`src/rtl/mips_pkg.sv`:
```
// Shared types and constants for the instruction fetch stage.
package mips_pkg;

   localparam logic [31:0] PC_STEP          = 32'd4;
   localparam logic [31:0] DEFAULT_RESET_PC = 32'h0000_0000;

   typedef enum logic [1:0] {
      BOOT  = 2'd0,
      RUN   = 2'd1,
      FAULT = 2'd2
   } fetch_state_e;

   typedef enum logic [1:0] {
      PC_HOLD   = 2'd0,
      PC_SEQ    = 2'd1,
      PC_TARGET = 2'd2
   } pc_sel_e;

endpackage

```
`src/rtl/pc_register.sv`:
```
// Program counter with its next-PC mux: hold, sequential step, or redirect target.
module pc_register
   import mips_pkg::*;
#(
   parameter logic [31:0] RESET_PC = DEFAULT_RESET_PC
) (
   input  logic        clk,
   input  logic        reset,
   input  pc_sel_e     pc_sel,
   input  logic [31:0] target,
   output logic [31:0] pc
);

   logic [31:0] pc_q;
   logic [31:0] pc_d;

   always_comb begin
      pc_d = pc_q;
      case (pc_sel)
         PC_SEQ:    pc_d = pc_q + PC_STEP;
         PC_TARGET: pc_d = target;
         default:   pc_d = pc_q;
      endcase
   end

   always_ff @(posedge clk or posedge reset) begin
      if (reset) begin
         pc_q <= RESET_PC;
      end else begin
         pc_q <= pc_d;
      end
   end

   assign pc = pc_q;

endmodule

```
`src/rtl/fetch_unit.sv`:
```
// Instruction fetch stage: boot/run/fault FSM feeding a valid/ready fetch-decode register.
// Optional build macro FETCH_COUNT_EN adds a counter of instructions accepted by decode.
module fetch_unit
   import mips_pkg::*;
#(
   parameter logic [31:0] RESET_PC  = DEFAULT_RESET_PC,
   parameter int          MEM_DEPTH = 32
) (
   input  logic        clk,
   input  logic        reset,
   output logic [31:0] A,
   input  logic [31:0] RD,
   input  logic        Redirect,
   input  logic [31:0] Target,
   output logic [31:0] InstrD,
   output logic [31:0] PCPlus4D,
   output logic        ValidD,
   input  logic        ReadyD,
   output logic        FetchFault,
   output logic [31:0] FetchCount
);

   localparam logic [31:0] MEM_LIMIT = 32'(MEM_DEPTH);

   fetch_state_e state_q, state_d;
   logic [31:0]  instr_q, instr_d;
   logic [31:0]  pc4_q, pc4_d;
   logic         valid_q, valid_d;
   logic         fault_q, fault_d;
   pc_sel_e      pc_sel;
   logic [31:0]  pc;
   logic [31:0]  pc_plus4;
   logic         advance;

   pc_register #(
      .RESET_PC (RESET_PC)
   ) u_pc (
      .clk    (clk),
      .reset  (reset),
      .pc_sel (pc_sel),
      .target (Target),
      .pc     (pc)
   );

   assign pc_plus4 = pc + PC_STEP;
   assign advance  = (!valid_q || ReadyD) && !Redirect;

   always_comb begin
      state_d = state_q;
      instr_d = instr_q;
      pc4_d   = pc4_q;
      valid_d = valid_q;
      fault_d = fault_q;
      pc_sel  = PC_HOLD;
      case (state_q)
         BOOT: begin
            state_d = RUN;
         end
         RUN: begin
            if (Redirect) begin
               // A misaligned target faults without ever reaching the PC.
               valid_d = 1'b0;
               if (Target[1:0] != 2'b00) begin
                  state_d = FAULT;
                  fault_d = 1'b1;
               end else begin
                  pc_sel = PC_TARGET;
               end
            end else if (advance) begin
               if (pc >= MEM_LIMIT) begin
                  state_d = FAULT;
                  fault_d = 1'b1;
                  valid_d = 1'b0;
               end else begin
                  instr_d = RD;
                  pc4_d   = pc_plus4;
                  valid_d = 1'b1;
                  pc_sel  = PC_SEQ;
               end
            end
         end
         FAULT: begin
            valid_d = 1'b0;
         end
         default: begin
            state_d = BOOT;
            valid_d = 1'b0;
         end
      endcase
   end

   always_ff @(posedge clk or posedge reset) begin
      if (reset) begin
         state_q <= BOOT;
         instr_q <= '0;
         pc4_q   <= '0;
         valid_q <= 1'b0;
         fault_q <= 1'b0;
      end else begin
         state_q <= state_d;
         instr_q <= instr_d;
         pc4_q   <= pc4_d;
         valid_q <= valid_d;
         fault_q <= fault_d;
      end
   end

`ifdef FETCH_COUNT_EN
   logic [31:0] count_q, count_d;
   logic        transfer;

   // A hand-off that coincides with a redirect still counts; only the next entry is flushed.
   assign transfer = valid_q && ReadyD;

   always_comb begin
      count_d = count_q;
      if (transfer) begin
         count_d = count_q + 32'd1;
      end
   end

   always_ff @(posedge clk or posedge reset) begin
      if (reset) begin
         count_q <= '0;
      end else begin
         count_q <= count_d;
      end
   end

   assign FetchCount = count_q;
`else
   assign FetchCount = '0;
`endif

   assign A          = pc;
   assign InstrD     = instr_q;
   assign PCPlus4D   = pc4_q;
   assign ValidD     = valid_q;
   assign FetchFault = fault_q;

endmodule

```
`config.mk`:
```
export PLATFORM = sky130hd
export DESIGN_NAME = fetch_unit
export DESIGN_NICKNAME = d
export VERILOG_FILES = /design/src/rtl/mips_pkg.sv /design/src/rtl/pc_register.sv /design/src/rtl/fetch_unit.sv
export SDC_FILE = /design/constraint.sdc
export NUM_CORES = 1
export LEC_CHECK = 0
export ABC_AREA = 0
export BUFFER_PORTS_ARGS = -buffer_cell sky130_fd_sc_hd__buf_2
export CAP_MARGIN = 40
export CORE_MARGIN = 2
export CORE_UTILIZATION = 52
export CTS_BUF_LIST = sky130_fd_sc_hd__clkbuf_4 sky130_fd_sc_hd__clkbuf_8 sky130_fd_sc_hd__clkbuf_16
export CTS_CLUSTER_SIZE = 25
export DETAILED_ROUTE_END_ITERATION = 10
export PLACE_DENSITY = 0.85
export SKIP_CTS_REPAIR_TIMING = 1
export SLEW_MARGIN = 20
export SYNTH_ARGS = -nofsm -noshare
export SYNTH_HDL_FRONTEND = slang
export SYNTH_SLANG_ARGS = --single-unit
```
`constraint.sdc`:
```
create_clock -name clk -period 7.5 [get_ports clk]
set_clock_uncertainty 0.15 [all_clocks]
set_input_delay 0.75 -clock clk [delete_from_list [all_inputs] [get_ports clk]]
set_output_delay 0.75 -clock clk [all_outputs]
set_load 0.1 [all_outputs]
```
==> results of run 1 <==
stage by stage:
stage	power [µW]	hold WS (ns)	cells
6_report	976	0.228	717
5_1_grt	1010	0.247	717
4_1_cts	983	0.228	715
3_5_place_dp	649	0.331	699
3_3_place_gp	648	0.321	698
2_1_floorplan	640	0.302	480
routing by layer:
| metal | global-route usage [%] | wire [µm] |
|---|---|---|
| met4 | 12.0 | 380 |
| met2 | 37.2 | 5960 |
| met5 | 0 | 0 |
| met3 | 2.77 | 650 |
| met1 | 32.6 | 5100 |
cell usage after synthesis, types with 3 or more instances:
cell type,instances,area [µm²]
a211oi_1,4,30.0
a21oi_1,6,30.0
a22oi_1,14,105
a311oi_1,5,43.8
a31oi_1,4,25.0
and3_1,5,31.3
buf_2,4,20.0
buf_4,36,270
clkbuf_1,19,71.3
dfrtp_1,100,2500
ha_1,3,37.5
inv_1,17,63.8
mux2_2,41,462
mux2i_1,4,40.0
nand2_1,11,41.3
nand2b_1,3,18.8
nand3_1,15,75.1
nand4_1,9,56.3
nor2_1,24,90.1
nor2b_1,29,181
nor3_1,12,60.1
nor4_1,14,87.6
o211a_1,3,30.0
o21ai_0,20,100
o2bb2ai_1,3,26.3
o311ai_0,3,26.3
or4_1,3,22.5
cell families after synthesis:
group / Yosys count / synth area share, %
flip-flops: 100 / 51.6
AND/OR/NAND/NOR: 138 / 15.8
XOR/XNOR: 2 / 0.361
buffers and inverters: 79 / 9.03
multiplexers: 45 / 10.3
other: 1 / 0.0773
AO/OA/AOI/OAI: 81 / 12.0
adder cells (fa/ha/maj): 3 / 0.774
sequential cells by signal, indices dropped and copies added, names as in the netlist:
signal / flops
FetchFault: 1
PCPlus4D: 32
ValidD: 1
u_pc.pc: 32
InstrD: 32
state_q: 2
worst register-to-register path, delay by kind of cell, from the launching register on:
| family | cells | cell delay (ns) |
|---|---|---|
| and+or+nand+nor | 4 | 1.14 |
| buffers and inverters | 3 | 1.00 |
| adders and majority gates | 1 | 0.83 |
| DFF | 1 | 0.49 |
| AOI/OAI and AO/OA | 2 | 0.30 |
| muxes | 1 | 0.27 |
worst paths after layout:
kind	start	to	slack, ns	cells after the start
worst min register to register	FetchFault$_DFFE_PP0P_	FetchFault$_DFFE_PP0P_	0.36	1
min in group clk	FetchFault$_DFFE_PP0P_	FetchFault$_DFFE_PP0P_	0.36	1
worst max-delay path	u_pc.pc[9]$_DFFE_PP0P_	u_pc.pc[28]$_DFFE_PP0P_	3.20	11
worst min-delay path	reset	InstrD[11]$_DFFE_PP0P_	0.23	2
max in group asynchronous	reset	PCPlus4D[11]$_DFFE_PP0P_	6.04	4
worst max register to register	u_pc.pc[9]$_DFFE_PP0P_	u_pc.pc[28]$_DFFE_PP0P_	3.20	11
area by class of cell:
type	instances	area, µm²	area share, %
clock buffer	9	124	2.12
clock inverter	7	67.6	1.16
inverter	17	66.3	1.14
multi-input combinational	301	2030	34.9
sequential	100	2500	42.9
tap	111	139	2.38
timing repair buffer	172	896	15.4
power by group through the flow:
stage / Combinational (µW) / Sequential, µW / Clock, µW
finish: 101 / 539 / 336
global route: 106 / 539 / 365
CTS: 99.5 / 539 / 345
detailed placement: 99.4 / 549 / 0
global placement: 98.7 / 549 / 0
floorplan: 90.9 / 549 / 0
==> flow_metrics.py, run 1 <==
metrics = {
    "clock_tree": {
        "path_clk_slew_ns": 0.11,
        "cts_made_buffers": 9,
        "cts_sinks": 100,
        "tritoncts": "built",
        "insertion_delay_ns": 0.37,
        "clock_path_buffers": 2,
        "clock-root-buffer": "clkbuf_8",
        "h-tree-depth": 3,
    },
    "cells_and_area": {
        "syn_to_final_growth_pct": 20.2,
        "finish.net_count": 672,
        "stdcell_area_um2": 5830,
        "layout_common_cells": "buf_2 (165), dfrtp_1 (100), mux2_2 (41)",
        "utilization_pct": 63.7,
        "num-fill-cells": 751,
        "n_antenna_cell": 0,
        "final_common_cell": "buf_2",
        "drive_gt1_share_pct": 39.3,
    },
    "timing": {
        "fmax_ghz": 0.232,
        "post-route-period-util_pct": 57.4,
        "finalSetupViolations": 0,
        "hold_viol": 0,
        "tns_ns": 0,
        "slew_viol_final": 0,
        "period_minus_slack_ns": 4.30,
        "rsz0062_at_grt": "false",
        "worst_pin_slew_ns": 0.739,
        "slew_headroom_pct": 50.7,
        "fin_ws_ns": 3.20,
    },
    "floorplanning": {
        "core_area_um2": 9150,
        "die_h_um": 101,
        "rows": 35,
        "floorplan.initialDensity_pct": 53.0,
        "die_area_um2": 10100,
        "io-pin-count": 198,
        "die_w_um": 101,
    },
    "yosys": {
        "netlist_area_um2": 4850,
        "synthCells": 449,
        "ys_seq_area_share_pct": 51.6,
        "synth_edf_count": 0,
        "yosys_warnings": 0,
        "synth.distinct_cells": 54,
        "synth_async_sr_flop_share_pct": 100,
        "ys.flop_type": "dfrtp_1",
        "synth.avg_cell_area_um2": 10.8,
        "synth-seq-cells": 100,
    },
    "grt": {
        "grt-ovfl-total": 0,
        "grt_pass1_wl_um": 18900,
        "grt_max_degree": 67,
        "grt.total_usage_pct": 23.7,
        "antenna_found_initial": 0,
        "grt_pass1_vias": 3797,
    },
    "setup_path": {
        "crit_family": "simple AND/OR/NAND/NOR gates",
        "path_cells": "nor4_1, nand4_1, nor3_2, buf_4, inv_1, ha_2, nor2b_1, buf_4, a22oi_1, o21ai_0, mux2_2",
        "cpPeakStageDelay_ns": 0.83,
        "cp_data_arrival_time_ns": 4.41,
        "path_buf_inv": 3,
        "path_common_cell": "buf_4",
        "slowest_stage": "ha_2",
        "required_ns": 7.60,
        "crit_type": "reg -> reg",
        "endpoint_kind": "register",
        "critPathLaunchType": "register",
        "path_max_fanout": 66,
    },
    "placed_design": {
        "hpwl_um": 8690,
        "io_buffer_count": 165,
        "globalplace.congestion": 0.899,
        "dpl_cell_area_um2": 5610,
        "dp_slack_ns": 3.13,
    },
    "run_status": {
        "status": "finished clean",
    },
    "route": {
        "via_count": 4060,
        "totalWireLength_um": 12100,
        "wl_per_cell_um": 16.9,
        "drtPass1Iterations": 5,
        "via_per_inst": 5.66,
        "drt_iter0_drc": 318,
        "drc_errors": 0,
        "ant_nets": 0,
    },
    "job": {
        "max-cap-violations": 0,
    },
    "power_and_ir_drop": {
        "peakVddDrop_mv": 0.0926,
        "cellPowerDensity_nw_per_um2": 167,
        "seq_power_share_pct": 55.2,
        "clkPwrFrac_pct": 34.4,
        "p_sw_share_pct": 30.0,
        "p_leak_uw": 0.00315,
        "p_sw_uw": 293,
        "intPower_uw": 683,
        "combPwrFrac_pct": 10.4,
    },
    "worst_hold_path": {
        "hold_path.class": "in -> async",
    },
}
Power figures use the tool's default switching activity.
==> inputs of run 2 (changes only) <==
Settings changed: ABC_AREA 0 to 1, CORE_UTILIZATION 52 to 45, PLACE_DENSITY 0.85 to 0.77.
Clock period 7.5 ns to 3.6 ns, I/O delays scaled along.
==> run 2 against run 1 <==
Against the previous run:
- setup slack worse by 2.2 ns
- non-clock buffer count is 1 higher
- critical path type unchanged
- largest cell class unchanged
- count of clock-buffer cells in the layout stayed put
- combinational power grew to 24 times the previous value
- fmax is 66% higher
- the flow now finishes with violations (hold timing)
- critical path depth is 1 lower
- highest routed layer unchanged
==> flow_metrics.py, run 2 <==
metrics = {
    "cells_and_area": {
        "stdcell_area_um2": 6390,
        "n_antenna_cell": 0,
        "drive_gt1_share_pct": 22.5,
        "finish.net_count": 961,
        "syn_to_final_growth_pct": 20.9,
        "final_common_cell": "nand2_1",
        "utilization_pct": 56.0,
        "layout_common_cells": "nand2_1 (236), buf_2 (165), nor2_1 (126)",
    },
    "timing": {
        "tns_ns": 0,
        "slew_headroom_pct": 55.6,
        "finalSetupViolations": 0,
        "slew_viol_final": 0,
        "rsz0062_at_grt": "false",
        "fmax_ghz": 0.385,
        "whs_ns": -0.0368,
        "period_minus_slack_ns": 2.60,
        "post-route-period-util_pct": 72.1,
        "hold_viol": 50,
        "worst_pin_slew_ns": 0.667,
    },
    "yosys": {
        "synth_async_sr_flop_share_pct": 100,
        "ys_seq_area_share_pct": 47.3,
        "synth-seq-cells": 100,
        "netlist_area_um2": 5290,
        "synth_top_area_share_pct": 47.3,
        "synth.avg_cell_area_um2": 7.19,
        "synth.top_cells.by_count": "nand2_1 (236), nor2_1 (126), dfrtp_1 (100), nand3_1 (81), inv_1 (67)",
        "synth_area_leaders": "dfrtp_1 (47%), nand2_1 (17%), nor2_1 (8.9%), nand3_1 (7.7%), buf_4 (5.1%)",
        "synth_most_common_cell": "nand2_1",
        "ys.flop_type": "dfrtp_1",
        "synth.distinct_cells": 24,
        "synth.largest_area_cell": "dfrtp_1",
        "synth_edf_count": 0,
        "yosys_warnings": 0,
        "synthCells": 735,
    },
    "power_and_ir_drop": {
        "p_leak_uw": 0.00363,
        "peakVddDrop_mv": 0.758,
        "total_power_uw": 4980,
        "cellPowerDensity_nw_per_um2": 779,
    },
    "route": {
        "drtPass1Iterations": 5,
        "ant_nets": 0,
        "via_per_inst": 4.83,
        "drc_errors": 0,
        "totalWireLength_um": 13600,
        "wl_per_cell_um": 13.1,
        "drt_iter0_drc": 430,
        "via_count": 5018,
    },
    "run_status": {
        "violations": "hold timing",
        "status": "finished, violations left",
    },
    "clock_tree": {
        "cts_made_buffers": 9,
        "cts_sinks": 100,
        "clock-root-buffer": "clkbuf_16",
        "path_clk_slew_ns": 0.07,
        "insertion_delay_ns": 0.34,
        "clock_path_buffers": 2,
        "h-tree-depth": 3,
        "tritoncts": "built",
    },
    "job": {
        "max-cap-violations": 0,
    },
    "setup_path": {
        "r2r_slack_ns": 1.00,
        "reg2reg_to": "u_pc.pc[9]$_DFFE_PP0P_",
        "reg2reg_depth": 10,
        "required_ns": 3.70,
        "endpoint_kind": "register",
        "crit_type": "reg -> reg",
        "cp_data_arrival_time_ns": 2.70,
        "path_max_fanout": 23,
        "critPathLaunchType": "register",
        "timing.rr.start": "u_pc.pc[15]$_DFFE_PP0P_",
    },
    "placed_design": {
        "globalplace.congestion": 0.904,
        "hpwl_um": 10200,
        "io_buffer_count": 165,
        "dpl_cell_area_um2": 6100,
    },
    "floorplanning": {
        "die_area_um2": 12600,
        "floorplan.initialDensity_pct": 46.3,
        "die_h_um": 112,
        "core_area_um2": 11400,
        "die_w_um": 112,
        "io-pin-count": 198,
        "rows": 39,
    },
    "grt": {
        "grt-ovfl-total": 0,
        "grt_max_degree": 53,
        "grt_pass1_vias": 4605,
        "grt.total_usage_pct": 21.9,
        "grt_pass1_wl_um": 22300,
        "antenna_found_initial": 0,
    },
    "worst_hold_path": {
        "hold_path.class": "in -> async",
    },
}
## run 2: metal layers
metal,vias up,global-route usage (%),share of wire (%)
met5,-,0,0
met4,0,7.80,2.1
met3,26,4.00,6.5
met2,177,35.5,47
met1,2290,29.7,45
li1,2525,-,-
## run 2: worst max-delay path, cell delays in order, from the launching register on
cell and delay [ns]:
dfrtp_1 0.43, inv_1 0.12, nand4_1 0.12, nor2_1 0.20, nand2_1 0.10, nor2_2 0.11
nand3_1 0.11, ha_1 0.33, inv_1 0.46, o21ai_0 0.18, o22ai_1 0.18
## run 2: worst max-delay path by stage
stage	from	to	slack, ns	cells past startpoint
after global placement	ReadyD	u_pc.pc[17]$_DFFE_PP0P_	1.07	11
final	u_pc.pc[15]$_DFFE_PP0P_	u_pc.pc[9]$_DFFE_PP0P_	1.00	10
after floorplan	reset	FetchFault$_DFFE_PP0P_	0.47	1
after detailed placement	ReadyD	u_pc.pc[17]$_DFFE_PP0P_	1.00	11
after CTS	u_pc.pc[15]$_DFFE_PP0P_	u_pc.pc[9]$_DFFE_PP0P_	0.99	10
after global routing	u_pc.pc[22]$_DFFE_PP0P_	u_pc.pc[9]$_DFFE_PP0P_	0.75	10
## run 2: area by class of cell
class                           count  area [µm²]
Sequential cell                   100        2500
Timing Repair Buffer              173         898
Tap cell                          143         179
Clock buffer                        9         225
Clock inverter                      7        67.6
Fill cell                        1131        5030
Multi-Input combinational cell    529        2230
Inverter                           77         292
## run 2: where the power goes
part / switching (µW) / internal, µW
clock: 462 / 486
sequential: 265 / 1300
combinational: 2040 / 420
## run 2: kinds of logic (layout without fill, tap and decap cells)
family,Yosys count,after routing,share of synthesized area [%]
AO/OA/AOI/OAI,37,37,3.74
XOR/XNOR,3,3,0.497
adder cells (fa/ha/maj),3,3,0.710
buffers and inverters,137,266,12.9
flip-flops,100,100,47.3
other,1,32,0.0710
AND/OR/NAND/NOR,454,454,34.8
## run 2: stage by stage
| step | worst slack (ns) | cells |
|---|---|---|
| 2_1_floorplan | 0.471 | 766 |
| 3_3_place_gp | 1.07 | 1022 |
| 3_5_place_dp | 1.00 | 1022 |
| 4_1_cts | 0.993 | 1038 |
| 5_1_grt | 0.749 | 1038 |
| 6_report | 1.00 | 1038 |
==> inputs of run 3 (changes only) <==
Settings changed: ABC_AREA 1 to 0, CORE_UTILIZATION 45 to 44.
Clock period 3.6 ns to 2.37 ns, I/O delays scaled along.
==> run 3 against run 2 <==
Against the previous run:
- the run ends with hold timing, setup timing left
- combinational power fell by 84%
- sequential cell count unchanged
- largest power group is now registers
- die area decreased by 5.9%
- critical path depth fell by 1
- largest cell class unchanged
==> flow_metrics.py, run 3 (synthesis gave the netlist of run 1 again) <==
metrics = {
    "cells_and_area": {
        "syn_to_final_growth_pct": 52.5,
        "final_common_cell": "buf_2",
        "layout_common_cells": "buf_2 (165), dfrtp_1 (72), buf_4 (58)",
        "regArea_um2": 2540,
        "n_antenna_cell": 0,
        "multi_input_area_um2": 2390,
        "drive_gt1_share_pct": 54.4,
        "utilization_pct": 68.5,
        "num-fill-cells": 804,
        "finish.net_count": 786,
    },
    "clock_tree": {
        "cts_sinks": 100,
        "tritoncts": "built",
        "h-tree-depth": 3,
        "clock-root-buffer": "clkbuf_8",
        "cts_made_buffers": 9,
        "path_clk_slew_ns": 0.10,
        "insertion_delay_ns": 0.36,
        "clock_path_buffers": 2,
    },
    "timing": {
        "rsz0062_at_grt": "true",
        "fin_ws_ns": -0.251,
        "post-route-period-util_pct": 111,
        "fmax_ghz": 0.382,
        "finalSetupViolations": 28,
        "slew_headroom_pct": 55.5,
        "tns_ns": -2.77,
        "slew_viol_final": 0,
        "period_minus_slack_ns": 2.62,
        "hold_viol": 3,
        "whs_ns": -0.0141,
        "worst_pin_slew_ns": 0.662,
    },
    "grt": {
        "grt_pass1_wl_um": 20900,
        "antenna_found_initial": 0,
        "grt.total_usage_pct": 22.5,
        "grt_max_degree": 66,
        "grt-ovfl-total": 0,
        "grt_pass1_vias": 4223,
    },
    "run_status": {
        "status": "finished, violations left",
        "violations": "hold timing, setup timing",
    },
    "route": {
        "drtPass1Iterations": 5,
        "via_per_inst": 5.45,
        "wl_per_cell_um": 18.5,
        "ant_nets": 0,
        "totalWireLength_um": 15900,
        "via_count": 4683,
        "drt_iter0_drc": 378,
        "drc_errors": 0,
    },
    "power_and_ir_drop": {
        "total_power_uw": 3170,
        "p_leak_uw": 0.00376,
        "peakVddDrop_mv": 0.321,
        "cellPowerDensity_nw_per_um2": 428,
    },
    "floorplanning": {
        "die_area_um2": 11900,
        "core_area_um2": 10800,
        "die_w_um": 109,
        "rows": 38,
        "floorplan.initialDensity_pct": 44.9,
        "io-pin-count": 198,
        "die_h_um": 109,
    },
    "worst_hold_path": {
        "hold_path.class": "in -> reg",
    },
    "setup_path": {
        "cp_data_arrival_time_ns": 2.72,
        "endpoint_kind": "register",
        "path_max_fanout": 6,
        "path_cells": "nor4_4, nand4_1, nor3_4, inv_4, ha_4, inv_2, nand3_2, or4_1, o211a_1",
        "crit_type": "reg -> reg",
        "required_ns": 2.47,
        "slowest_stage": "or4_1",
        "cpPeakStageDelay_ns": 0.52,
        "critPathLaunchType": "register",
    },
    "placed_design": {
        "dp_slack_ns": -0.294,
        "hpwl_um": 10300,
        "globalplace.congestion": 0.908,
        "io_buffer_count": 165,
    },
    "job": {
        "max-cap-violations": 0,
    },
}
==> run 3: changes by cell type in the layout (fill, tap and decap cells not counted), sizes merged, moves of 13 or more <==
cell / before / now
a22oi: 1 / 14
mux2: 0 / 41
nand3: 81 / 17
buf: 173 / 242
dlygate4sd3: 0 / 41
nor4: 0 / 14
nor2b: 0 / 29
nor2: 128 / 24
inv: 78 / 19
nand2: 236 / 11
==> run 3: worst paths after layout <==
| path | slack, ns | to | cells past startpoint | start |
|---|---|---|---|---|
| setup / recovery | -0.25 | u_pc.pc[21]$_DFFE_PP0P_ | 9 | u_pc.pc[25]$_DFFE_PP0P_ |
| hold / removal | -0.01 | u_pc.pc[16]$_DFFE_PP0P_ | 3 | Target[16] |
| setup reg to reg | -0.25 | u_pc.pc[21]$_DFFE_PP0P_ | 9 | u_pc.pc[25]$_DFFE_PP0P_ |
| hold reg to reg | 0.34 | FetchFault$_DFFE_PP0P_ | 1 | state_q[1]$_DFFE_PP0P_ |
| max in group asynchronous | 1.05 | ValidD$_DFFE_PP0P_ | 4 | reset |
| min in group asynchronous | 0.35 | u_pc.pc[13]$_DFFE_PP0P_ | 3 | reset |
==> run 3: metrics by stage <==
stage	hold WS [ns]	instances	instance area [µm²]
floorplan	0.228	480	5220
global placement	0.211	794	6270
detailed placement	0.202	794	6270
CTS	-0.193	810	6460
global route	0.00245	860	7400
finish	-0.0141	860	7400
==> run 3: layout make-up <==
cell class	count	share of cell area, %
sequential	100	34.3
clock buffer	10	1.78
multi-input combinational	301	32.3
tap	140	2.37
inverter	17	0.947
clock inverter	6	0.761
timing repair buffer	286	27.6
==> run 3: routing by layer <==
layer	up-vias	track usage [%]	share of wire, %
li1	2100	-	-
met1	2287	28.8	37
met2	240	38.2	53
met3	56	3.47	6.2
met4	0	8.88	3.3
met5	-	0	0
==> run 3: power by group <==
| group | internal [µW] | total [µW] | switching, µW |
|---|---|---|---|
| clock network | 418 | 1080 | 661 |
| registers | 1700 | 1700 | 0 |
| logic | 91.6 | 382 | 291 |
==> run 3: worst max-delay path: cells and delay by family (launching register included) <==
kind | cells | cell delay (ns)
compound gates | 1 | 0.13
fa+ha+maj | 1 | 0.28
buf+inv | 2 | 0.13
flops | 1 | 0.44
simple gates | 5 | 1.38
